--- src/rtl/oam_scan_if.sv ---
// Bus bundle between the OAM sprite search stage, the OAM memory and the pixel fetcher.
// Clock and reset stay as plain ports on the module that uses this bundle.
interface oam_scan_if;
    logic [7:0] v;
    logic       scan_start;
    logic       obj_size;
    logic [5:0] oam_idx;
    logic [7:0] oam_y;
    logic [7:0] oam_x;
    logic       scanning;
    logic       scan_done;
    logic [3:0] spr_count;
    logic [3:0] spr_sel;
    logic [5:0] spr_idx;
    logic [7:0] spr_x;
    logic [3:0] spr_row;

    modport master (
        output v, scan_start, obj_size, oam_y, oam_x, spr_sel,
        input  oam_idx, scanning, scan_done, spr_count, spr_idx, spr_x, spr_row
    );

    modport slave (
        input  v, scan_start, obj_size, oam_y, oam_x, spr_sel,
        output oam_idx, scanning, scan_done, spr_count, spr_idx, spr_x, spr_row
    );
endinterface

--- src/rtl/oam_scan.sv ---
// Per-line OAM search: walks 40 entries at two clocks each and keeps up to 10
// sprites whose vertical span covers the latched line, for the pixel fetcher to read.
module oam_scan (
    input  logic       clk2,
    input  logic       nreset_video,
    oam_scan_if.slave  bus
);

    localparam logic [5:0] LAST_IDX = 6'd39;
    localparam logic [3:0] MAX_SPR  = 4'd10;

    typedef enum logic [1:0] {
        ST_IDLE = 2'd0,
        ST_SCAN = 2'd1,
        ST_DONE = 2'd2
    } state_t;

    state_t     r_state;
    state_t     w_state_nxt;
    logic       r_scanning;
    logic       r_done;
    logic       r_phase;
    logic [5:0] r_idx;
    logic [7:0] r_line;
    logic       r_size;
    logic [3:0] r_count;

    logic [5:0] r_slot_idx [0:9];
    logic [7:0] r_slot_x   [0:9];
    logic [3:0] r_slot_row [0:9];

    logic       w_last;
    logic       w_hit;
    logic       w_store;
    logic [3:0] w_row;
    logic       w_sel_valid;
    logic [5:0] w_rd_idx;
    logic [7:0] w_rd_x;
    logic [3:0] w_rd_row;

    // Sprite covers line L = line + 16 when y <= L < y + height (9-bit to avoid wrap).
    function automatic logic sprite_hit(input logic [7:0] line, input logic size,
                                        input logic [7:0] y);
        logic [8:0] l9;
        logic [8:0] y9;
        logic [8:0] h9;
        l9 = {1'b0, line} + 9'd16;
        y9 = {1'b0, y};
        h9 = size ? 9'd16 : 9'd8;
        return (y9 <= l9) && (l9 < (y9 + h9));
    endfunction

    // (line + 16 - y) mod 16 only depends on the low nibbles.
    function automatic logic [3:0] sprite_row(input logic [7:0] line, input logic [7:0] y);
        return line[3:0] - y[3:0];
    endfunction

    assign w_last      = r_phase && (r_idx == LAST_IDX);
    assign w_hit       = sprite_hit(r_line, r_size, bus.oam_y);
    assign w_row       = sprite_row(r_line, bus.oam_y);
    assign w_store     = (r_state == ST_SCAN) && r_phase && w_hit &&
                         (r_count < MAX_SPR) && !bus.scan_start;
    assign w_sel_valid = (bus.spr_sel < r_count);

    // Next-state decode; a start pulse always (re)enters SCAN.
    always_comb begin
        w_state_nxt = r_state;
        case (r_state)
            ST_IDLE: begin
                if (bus.scan_start) begin
                    w_state_nxt = ST_SCAN;
                end else begin
                    w_state_nxt = ST_IDLE;
                end
            end
            ST_SCAN: begin
                if (bus.scan_start) begin
                    w_state_nxt = ST_SCAN;
                end else if (w_last) begin
                    w_state_nxt = ST_DONE;
                end else begin
                    w_state_nxt = ST_SCAN;
                end
            end
            ST_DONE: begin
                if (bus.scan_start) begin
                    w_state_nxt = ST_SCAN;
                end else begin
                    w_state_nxt = ST_DONE;
                end
            end
            default: begin
                w_state_nxt = ST_IDLE;
            end
        endcase
    end

    // State register with status flags registered alongside it.
    always_ff @(posedge clk2 or negedge nreset_video) begin
        if (!nreset_video) begin
            r_state    <= ST_IDLE;
            r_scanning <= 1'b0;
            r_done     <= 1'b0;
        end else begin
            r_state    <= w_state_nxt;
            r_scanning <= (w_state_nxt == ST_SCAN);
            r_done     <= (w_state_nxt == ST_DONE);
        end
    end

    // Scan sequencing: latched line/size, entry address, phase and hit count.
    always_ff @(posedge clk2 or negedge nreset_video) begin
        if (!nreset_video) begin
            r_line  <= 8'd0;
            r_size  <= 1'b0;
            r_idx   <= 6'd0;
            r_phase <= 1'b0;
            r_count <= 4'd0;
        end else if (bus.scan_start) begin
            r_line  <= bus.v;
            r_size  <= bus.obj_size;
            r_idx   <= 6'd0;
            r_phase <= 1'b0;
            r_count <= 4'd0;
        end else if (r_state == ST_SCAN) begin
            if (r_phase) begin
                r_phase <= 1'b0;
                if (!w_last) begin
                    r_idx <= r_idx + 6'd1;
                end else begin
                    r_idx <= r_idx;
                end
                if (w_store) begin
                    r_count <= r_count + 4'd1;
                end else begin
                    r_count <= r_count;
                end
            end else begin
                r_phase <= 1'b1;
            end
        end else begin
            r_phase <= r_phase;
        end
    end

    // Sprite store: a hit lands in the slot numbered by the current count.
    always_ff @(posedge clk2 or negedge nreset_video) begin
        if (!nreset_video) begin
            for (int i = 0; i < 10; i++) begin
                r_slot_idx[i] <= 6'd0;
                r_slot_x[i]   <= 8'd0;
                r_slot_row[i] <= 4'd0;
            end
        end else begin
            for (int i = 0; i < 10; i++) begin
                if (w_store && (r_count == 4'(i))) begin
                    r_slot_idx[i] <= r_idx;
                    r_slot_x[i]   <= bus.oam_x;
                    r_slot_row[i] <= w_row;
                end else begin
                    r_slot_idx[i] <= r_slot_idx[i];
                    r_slot_x[i]   <= r_slot_x[i];
                    r_slot_row[i] <= r_slot_row[i];
                end
            end
        end
    end

    // Store read port; slots at or beyond the count read as zero so stale data stays hidden.
    always_comb begin
        w_rd_idx = 6'd0;
        w_rd_x   = 8'd0;
        w_rd_row = 4'd0;
        if (w_sel_valid) begin
            w_rd_idx = r_slot_idx[bus.spr_sel];
            w_rd_x   = r_slot_x[bus.spr_sel];
            w_rd_row = r_slot_row[bus.spr_sel];
        end else begin
            w_rd_idx = 6'd0;
            w_rd_x   = 8'd0;
            w_rd_row = 4'd0;
        end
    end

    assign bus.oam_idx   = r_idx;
    assign bus.scanning  = r_scanning;
    assign bus.scan_done = r_done;
    assign bus.spr_count = r_count;
    assign bus.spr_idx   = w_rd_idx;
    assign bus.spr_x     = w_rd_x;
    assign bus.spr_row   = w_rd_row;

endmodule

--- src/flat_wrapper.sv ---
// flat-port wrapper written by rule: the top's interface ports become plain ports
module oam_scan_flat 
  (clk2, nreset_video, bus_v, bus_scan_start, bus_obj_size, bus_oam_y, bus_oam_x, bus_spr_sel, bus_oam_idx, bus_scanning, bus_scan_done, bus_spr_count, bus_spr_idx, bus_spr_x, bus_spr_row);
  oam_scan_if bus_i ();
  input  logic clk2;
  input  logic nreset_video;
  input wire logic [$bits(bus_i.v)-1:0] bus_v;
  input wire logic [$bits(bus_i.scan_start)-1:0] bus_scan_start;
  input wire logic [$bits(bus_i.obj_size)-1:0] bus_obj_size;
  input wire logic [$bits(bus_i.oam_y)-1:0] bus_oam_y;
  input wire logic [$bits(bus_i.oam_x)-1:0] bus_oam_x;
  input wire logic [$bits(bus_i.spr_sel)-1:0] bus_spr_sel;
  output wire logic [$bits(bus_i.oam_idx)-1:0] bus_oam_idx;
  output wire logic [$bits(bus_i.scanning)-1:0] bus_scanning;
  output wire logic [$bits(bus_i.scan_done)-1:0] bus_scan_done;
  output wire logic [$bits(bus_i.spr_count)-1:0] bus_spr_count;
  output wire logic [$bits(bus_i.spr_idx)-1:0] bus_spr_idx;
  output wire logic [$bits(bus_i.spr_x)-1:0] bus_spr_x;
  output wire logic [$bits(bus_i.spr_row)-1:0] bus_spr_row;
  assign bus_i.v = bus_v;
  assign bus_i.scan_start = bus_scan_start;
  assign bus_i.obj_size = bus_obj_size;
  assign bus_i.oam_y = bus_oam_y;
  assign bus_i.oam_x = bus_oam_x;
  assign bus_i.spr_sel = bus_spr_sel;
  assign bus_oam_idx = bus_i.oam_idx;
  assign bus_scanning = bus_i.scanning;
  assign bus_scan_done = bus_i.scan_done;
  assign bus_spr_count = bus_i.spr_count;
  assign bus_spr_idx = bus_i.spr_idx;
  assign bus_spr_x = bus_i.spr_x;
  assign bus_spr_row = bus_i.spr_row;
  oam_scan u_core (.clk2(clk2), .nreset_video(nreset_video), .bus(bus_i));
endmodule
--- config.mk ---
export PLATFORM = sky130hd
export DESIGN_NAME = oam_scan_flat
export DESIGN_NICKNAME = d
export VERILOG_FILES = /design/src/rtl/oam_scan_if.sv /design/src/rtl/oam_scan.sv /design/src/flat_wrapper.sv
export SDC_FILE = /design/constraint.sdc
export NUM_CORES = 1
export LEC_CHECK = 0
export CAP_MARGIN = 20
export CORE_MARGIN = 5
export CORE_UTILIZATION = 50
export DETAILED_ROUTE_END_ITERATION = 10
export HOLD_SLACK_MARGIN = 0.08
export PLACE_DENSITY_LB_ADDON = 0.3
export SETUP_SLACK_MARGIN = 0.3
export SLEW_MARGIN = 15
export SYNTH_ARGS = -nofsm -noshare
export SYNTH_HDL_FRONTEND = slang
export SYNTH_SLANG_ARGS = --single-unit
export TNS_END_PERCENT = 100
--- constraint.sdc ---
create_clock -name clk2 -period 9.3 [get_ports clk2]
set_clock_uncertainty 0.05 [all_clocks]
set_input_delay 2.79 -clock clk2 [delete_from_list [all_inputs] [get_ports clk2]]
set_output_delay 2.79 -clock clk2 [all_outputs]
set_load 0.05 [all_outputs]
Word-level counts from Yosys, hierarchy flattened. Cells that the tools add are included. W data, S select, Z words.

Register bits: 204. Input port bits: 32. Output and inout bits: 30. Word-level logic and storage cells: 117.

Add/subtract/negate cells: 5. Magnitude comparators: 5. Eq/ne operators: 15. Mux-type cells: 29. Bitwise logic cells: 1. Reductions and logical operators: 24.

Operators with widths (number): $mux W6 (7); $bmux W8 S4 (1); $mux W4 (7); $bmux W6 S4 (1); $mux W8 (3); $bmux W4 S4 (1); $eq A4 B3 Y1 const B (4); $logic_and A1 B1 Y1 (16); $add A8 B5 Y9 const B (1); $add A8 B9 Y9 (1); $le A8 B9 Y1 (1); $lt A9 B9 Y1 (1); $eq A4 B2 Y1 const B (2); $eq A4 B4 Y1 const B (2); $add A6 B1 Y6 const B (1); $eq A6 B6 Y1 const B (1); $mux W2 (3); $pmux W2 S3 (1); $reduce_and A3 Y1 (2); $reduce_bool A2 Y1 (3); $ge A5 B5 Y1 const B (1); $mux W5 (1); $not A4 Y5 (1); $add A4 B1 Y4 const B (1); other kinds (11) (16).

Logic depth before layout (Yosys ltp).
Word-level depth: 11. Mapped depth: 14. Mapped depth without buffers: 12.

Worst setup path after synthesis. No wires, ideal clock.

Path kind: input -> output. Start point: input bus_spr_sel[0]. End point: output bus_spr_row[0]. Arrival time: 4473 ps. Data required time: 6460 ps. Slack: 1987 ps. Stages: 6. Buffers on the path: 3. Path through: buf_2 -> buf_2 -> buf_1 -> mux2i_1 -> o22ai_1 -> and2_1.

Longest elaborated chain between the ends: 5. Elaborated cells between the ends (all ways): 6. Classes of those cells: 1 x order compare; 4 x mux; 1 x bitwise.

RTL lines: start: declaration (RTL line flat_wrapper.sv:12) `input wire logic [$bits(bus_i.spr_sel)-1:0] bus_spr_sel;`; $not A4 Y5 (implied by the code) (RTL line oam_scan.sv:177) `w_rd_row = r_slot_row[bus.spr_sel];`; $bmux W4 S4 (RTL line oam_scan.sv:177); $mux W4 (implied by the code) (2 in a row) (RTL line oam_scan.sv:177); $mux W4 (*) (RTL line oam_scan.sv:174) `if (w_sel_valid) begin`; end: declaration (RTL line flat_wrapper.sv:19) `output wire logic [$bits(bus_i.spr_row)-1:0] bus_spr_row;`.

Mark *: on every way between the ends. The rest lies on a longest branch, timed or not. The select of a mux whose other input is x is not followed.

Worst setup path in the final report.
Start point: input bus_spr_sel[2]. End point: output bus_spr_x[7].

Longest elaborated chain between the ends: 5. Elaborated cells between the ends (all ways): 6. Classes of those cells: 1 x order compare; 4 x mux; 1 x bitwise.

RTL lines: $not A4 Y5 (implied by the code) (RTL line oam_scan.sv:176) `w_rd_x = r_slot_x[bus.spr_sel];`; $bmux W8 S4 (RTL line oam_scan.sv:176); $mux W8 (implied by the code) (2 in a row) (RTL line oam_scan.sv:176); $mux W8 (*) (RTL line oam_scan.sv:174); end: declaration (RTL line flat_wrapper.sv:18) `output wire logic [$bits(bus_i.spr_x)-1:0] bus_spr_x;`.

Marked as above.

==> summary.md <==
| Metric | Value |
|---|---|
| Crit. End Element | `output port` |
| FF+latch area | `5100 um^2` |
| Final hold vios | `0` |
| Final period utilization | `0.873` |
| Port bufs | `61` |
| Required time worst endpoint | `6.46 ns` |
| Most frequent cells in the layout | `204 x dfrtp_1, 147 x mux2_2, 56 x mux2i_1` |
| Max_cap viols | `0` |
| Mapped cell area | `10300 um^2` |
| Mapped Cells | `735` |
| # hold bufs at CTS | `0` |
| Antenna fix cells | `0` |
| Area of the die | `23500 um^2` |
| GP Congestion | `0.836` |
| Total number of vias | `5995` |
| Syn. warnings | `0` |
| Unrepaired setup endpoints after global routing | `false` |
| Starting Density | `0.507` |
| Core area | `20200 um^2` |
| Largest net degree at the start of global routing | `117` |
| Most common cell after layout, fill and taps aside | `dfrtp_1` |
| Post-CTS setup buffer count | `0` |
| Synth top area share | `0.498` |
| Fmax | `123 MHz` |
| Htree depth | `1` |
| Pwr Total | `2150 uW` |
| Clock sink count | `204` |
| CP arrival | `5.28 ns` |
| DRT Pass-1 Iters | `4` |
| Initial antenna violation count | `0` |
| Die Width | `153 um` |
| Slew HR | `0.346` |
| Leading area contributor after synthesis | `dfrtp_1` |
| Status | `finished, final reports clean` |
| Clock slew at reported path FFs | `0.06 ns` |
| Drt drc | `0` |
| Yosys reg bits | `204` |
| I/O pins | `62` |
| DRT iter0 DRCs | `240` |
| Crit-path leading delay family | `buffers and inverters` |
| Share of layout cells above drive strength 1 | `0.350` |
| Total CTS buffers | `22` |
| Crit path cell chain | `clkdlybuf4s50_1, ha_1, a21o_1, a21oi_1, buf_4, and2_1, buf_12` |
| CTS tree | `built` |
| Minimum clock period | `8.12 ns` |
| Max-slew violations | `0` |
| Post-synth EDFFs | `0` |
| Worst Tran Pin Value | `0.978 ns` |
| Final setup TNS | `0 ns` |
| Worst skew pair latency | `0.50 ns` |
| Number of global-route vias before repair | `6908` |
| Kind of path behind the tightest hold check | `reg -> reg` |
| WHS Path Cells | `1` |
| Slowest stage delay, CP | `0.91 ns` |
| Ys flop type | `dfrtp_1` |
| Critical path type | `in -> out` |
| Leakage | `0.00585 uW` |
| Synth top area cells | `dfrtp_1 50%, mux2_2 16%, mux4_2 7.9%, mux2i_1 5.5%, ha_1 3.4%` |
| PostCTS Resize Cnt | `0` |
| Syn avg cell area | `13.9 um^2` |
| Cell count along the critical path | `7` |
| Reg2Reg Depth | `9` |
| Final wirelength | `22000 um` |
| Worst Path Buf+Inv | `3` |
| Syn-to-layout area delta | `15.8%` |
| Final ANT Viol Nets | `0` |
| Hpwl dp | `14000 um` |
| Worst VDD drop | `116 uV` |
| Via density | `5.65` |
| Synth Net Count | `797` |
| Clock Tree Root | `clkbuf_16` |
| Critical Path Start Type | `input port` |
| WL/cell | `20.7 um` |
| Maximum fanout along the worst path | `12` |
| P per Cell Area | `181 nW/um^2` |
| Clock Path Buffers | `3` |
| Gr ovfl total | `0` |
| Worst path slowest cell | `clkdlybuf4s50_1` |
| Row count | `52` |
| Area occupied by multi-input gates | `4710 um^2` |
| Synth unique cells | `48` |
| Global-route wire length before repair | `36700 um` |
| Sequential element share of the synthesized area | `0.498` |
| Gr usage total | `0.192` |
| Die Ht | `153 um` |
| Filler cell count | `1564` |
| Net count reported at finish | `839` |
| Final setup viols | `0` |
| Post-synth ARST share | `1.00` |
per-stage QoR:
stage / cells / instance area [um^2] / setup WS (ns) / util / hold slack [ns]
2_1_floorplan: 735 / 10300 / 1.99 / - / 0.424
5_1_grt: 1062 / 11900 / 1.05 / 0.587 / 0.465
6_report: 1062 / 11900 / 1.18 / 0.587 / 0.449
3_3_place_gp: 1023 / 11100 / 1.23 / 0.551 / 0.431
3_5_place_dp: 1023 / 11100 / 1.17 / 0.551 / 0.441
4_1_cts: 1062 / 11900 / 1.15 / 0.586 / 0.454
flip-flops by register name, summed over array words and instances, names as in the netlist, 2 cells and up:
register and cells:
u_core.r_slot_x 80, u_core.r_slot_idx 60, u_core.r_slot_row 40, u_core.r_line 8, u_core.bus.oam_idx 6, u_core.bus.spr_count 4, u_core.r_state 2
worst paths after layout:
check                                          from               endpoint  slack [ns]
max in group asynchronous              nreset_video  u_core.r_slot_row[37]        5.52
worst max-delay path                 bus_spr_sel[2]           bus_spr_x[7]        1.18
worst min register to register  u_core.r_slot_x[25]    u_core.r_slot_x[25]        0.45
worst min-delay path            u_core.r_slot_x[25]    u_core.r_slot_x[25]        0.45
worst max register to register     u_core.r_line[4]  u_core.r_slot_row[18]        5.28
min in group asynchronous              nreset_video          u_core.r_size        2.31
synthesized netlist by cell type (all sizes together) (2+ instances only):
master,number
a211oi,4
a21o,3
and2b,2
nand4b,2
mux2i,56
xnor2,4
nor2,15
ha,28
o21ai,13
and4,2
and3,4
clkbuf,21
or3,2
inv,40
nand3,6
mux4,36
a22o,2
buf,29
o22ai,18
nand3b,3
nand4,11
and2,19
dfrtp,204
nand2b,2
nand2,17
fa,2
mux2,163
nor2b,4
xor2,7
a21oi,7
per-layer routing:
metal / GRT usage / routed length [um] / vias to the layer above
li1: - / - / 2732
met1: 0.265 / 9730 / 3137
met2: 0.326 / 11100 / 95
met3: 0.0288 / 838 / 31
met4: 0.0416 / 318 / 0
met5: 0 / 0 / -
cell type report:
cell class              count  share of cell area
multi-input cells         441               0.397
clock inverters             4             0.00190
inverters                  40              0.0126
repair buffers             68              0.0710
flip-flops and latches    204               0.430
well taps                 270              0.0285
clock buffers              35              0.0590
where the power goes:
group | switching (uW) | internal (uW) | leakage [uW]
sequential | 41.7 | 955 | 0.00269
combinational | 158 | 142 | 0.00280
clock | 341 | 514 | 0.000358
total | 541 | 1610 | 0.00585
kinds of logic after synthesis:
family,after synthesis,share of synthesized area
compound gates,53,0.0331
xor+xnor,11,0.00940
fa+ha+maj,30,0.0381
buf+inv,90,0.0426
flops,204,0.498
mux,255,0.319
simple gates,92,0.0603
No activity file was read; power rests on OpenSTA's default activity.
==> RTL change (same settings) <==
The 3 states of `state_t` get a one-hot encoding in 3 bits.
--- a/src/rtl/oam_scan.sv
+++ b/src/rtl/oam_scan.sv
@@ -9,10 +9,10 @@
     localparam logic [5:0] LAST_IDX = 6'd39;
     localparam logic [3:0] MAX_SPR  = 4'd10;
 
-    typedef enum logic [1:0] {
-        ST_IDLE = 2'd0,
-        ST_SCAN = 2'd1,
-        ST_DONE = 2'd2
+    typedef enum logic [2:0] {
+        ST_IDLE = 3'b001,
+        ST_SCAN = 3'b010,
+        ST_DONE = 3'b100
     } state_t;
 
     state_t     r_state;
Function: no difference found for any inputs over 4 cycles, from zero or initial values and one cycle with nreset_video low; so few cycles prove little.
==> RTL change against the original RTL <==
Core utilization rose by 0.86 points. Total power is 2.3% lower. Worst setup slack improved by 0.22 ns. Final area is 2.4% higher. Register-to-register slack better by 0.07 ns. Synthesized area up 2.0%. Via count is 5.0% higher. Sequential cell count up 1. Routed wire length up 5.5%. Highest routed layer unchanged.
==> RTL change: results (changes against the original RTL) <==
hold endpoint - u_core.r_slot_x[79]
GRT Total Usage - 19.84% (+0.63 points)
vias in the first global route - 6,917 (+0.13%)
P_leak - 0.006191 uW (+5.9%)
first-pass GRT wire length - 38.04 mm (+3.7%)
largest net degree at the start of global routing - 135 (+15%)
r2r setup slk - 5.35 ns (+0.07 ns)
synth unique cells - 43 (-10%)
Synth Instances - 766 (+4.2%)
WP data arrival - 5.05 ns (-0.23 ns)
vias - 6,297 (+5.0%)
Met3 Routed Length - 1.075 mm (+28%)
Largest regs - u_core.r_slot_x (80), u_core.r_slot_idx (60), u_core.r_slot_row (40)
met1 WL - 10.06 mm (+3.3%)
Final HPWL DP - 14.68 mm (+5.1%)
GR Layer Usage met2 - 34.01% (+1.4 points)
cell count of the worst reg-to-reg path - 14 (+5)
origin of the critical flop-to-flop path - u_core.r_size
register area share after synthesis - 49.09% (-0.70 points)
Starting DRT DRC Count - 274 (+14%)
fillers - 1,628 (+4.1%)
Worst Setup SP - bus_spr_sel[2]
Nets - 874 (+4.2%)
layout cells sized above 1 - 31.68% (-3.3 points)
Post-Layout Cell Count - 1,097 (+3.3%)
CP Max Fanout - 18 (+6)
run status - complete, no violations
Pint - 1611 uW (about the same)
Setup crit end - bus_spr_x[2]
initial antenna violation count - 0 (unchanged)
H-tree depth - 1 (unchanged)
GP Congestion - 0.8345 (-0.18%)
Routed wire per std cell - 21.12 um (+2.1%)
Fmax - 126.7 MHz (+2.8%)
DP Area - 0.01137 sq mm (+2.0%)
met1 usage - 27.13% (+0.67 points)
TritonRoute pass-1 iters - 4 (unchanged)
met2 WL post-DR - 11.63 mm (+5.0%)
CP peak stage delay - 0.96 ns (+0.05 ns)
storage element area - 0.005131 sq mm (+0.51%)
dominant cells by area after synthesis - dfrtp_1 (49%), mux2_2 (9.7%), mux2_4 (8.0%), mux4_2 (7.8%), mux2i_1 (6.4%)
reg-to-reg endpoint - u_core.r_slot_idx[5]
VDD IR max - 0.1018 mV (-12%)
minimum hold slack - 0.4439 ns (-0.005635 ns)
met3 Use GR - 2.626% (-0.26 points)
clock buffer count from CTS - 22 (unchanged)
Post-Place Worst Slack - 1.407 ns (+0.2409 ns)
top post-synthesis cells by count - dfrtp_1 (204), mux2_2 (90), mux2i_1 (67)
HP Start - u_core.r_slot_x[79]
net count after synthesis - 828 (+3.9%)
Crit path max-delay family - buffers and inverters
RTL change: cell families (layout without fill, tap and decap cells):
family	Yosys count	in the layout	share of synthesized area (%)
compound gates	59	59	3.364
simple gates	91	91	4.800
buf+inv	113	174	5.339
flops	205	205	49.09
mux	256	256	32.67
xor+xnor	12	12	1.005
fa+ha+maj	30	30	3.735
RTL change: layout make-up:
| cell class | count | share of cell area, % |
|---|---|---|
| clock inverter | 4 | 0.7820 |
| inverter | 55 | 1.698 |
| multi-input combinational | 448 | 39.17 |
| clock buffer | 35 | 5.597 |
| tap | 270 | 2.778 |
| sequential | 205 | 42.20 |
| timing repair buffer | 80 | 7.779 |
RTL change: power by group through the flow:
stage,clock [uW],combinational [uW],sequential (uW)
2_1_floorplan,0,145,970
4_1_cts,940,228,958
3_3_place_gp,0,215,969
3_5_place_dp,0,227,973
6_report,918,226,959
5_1_grt,973,249,963
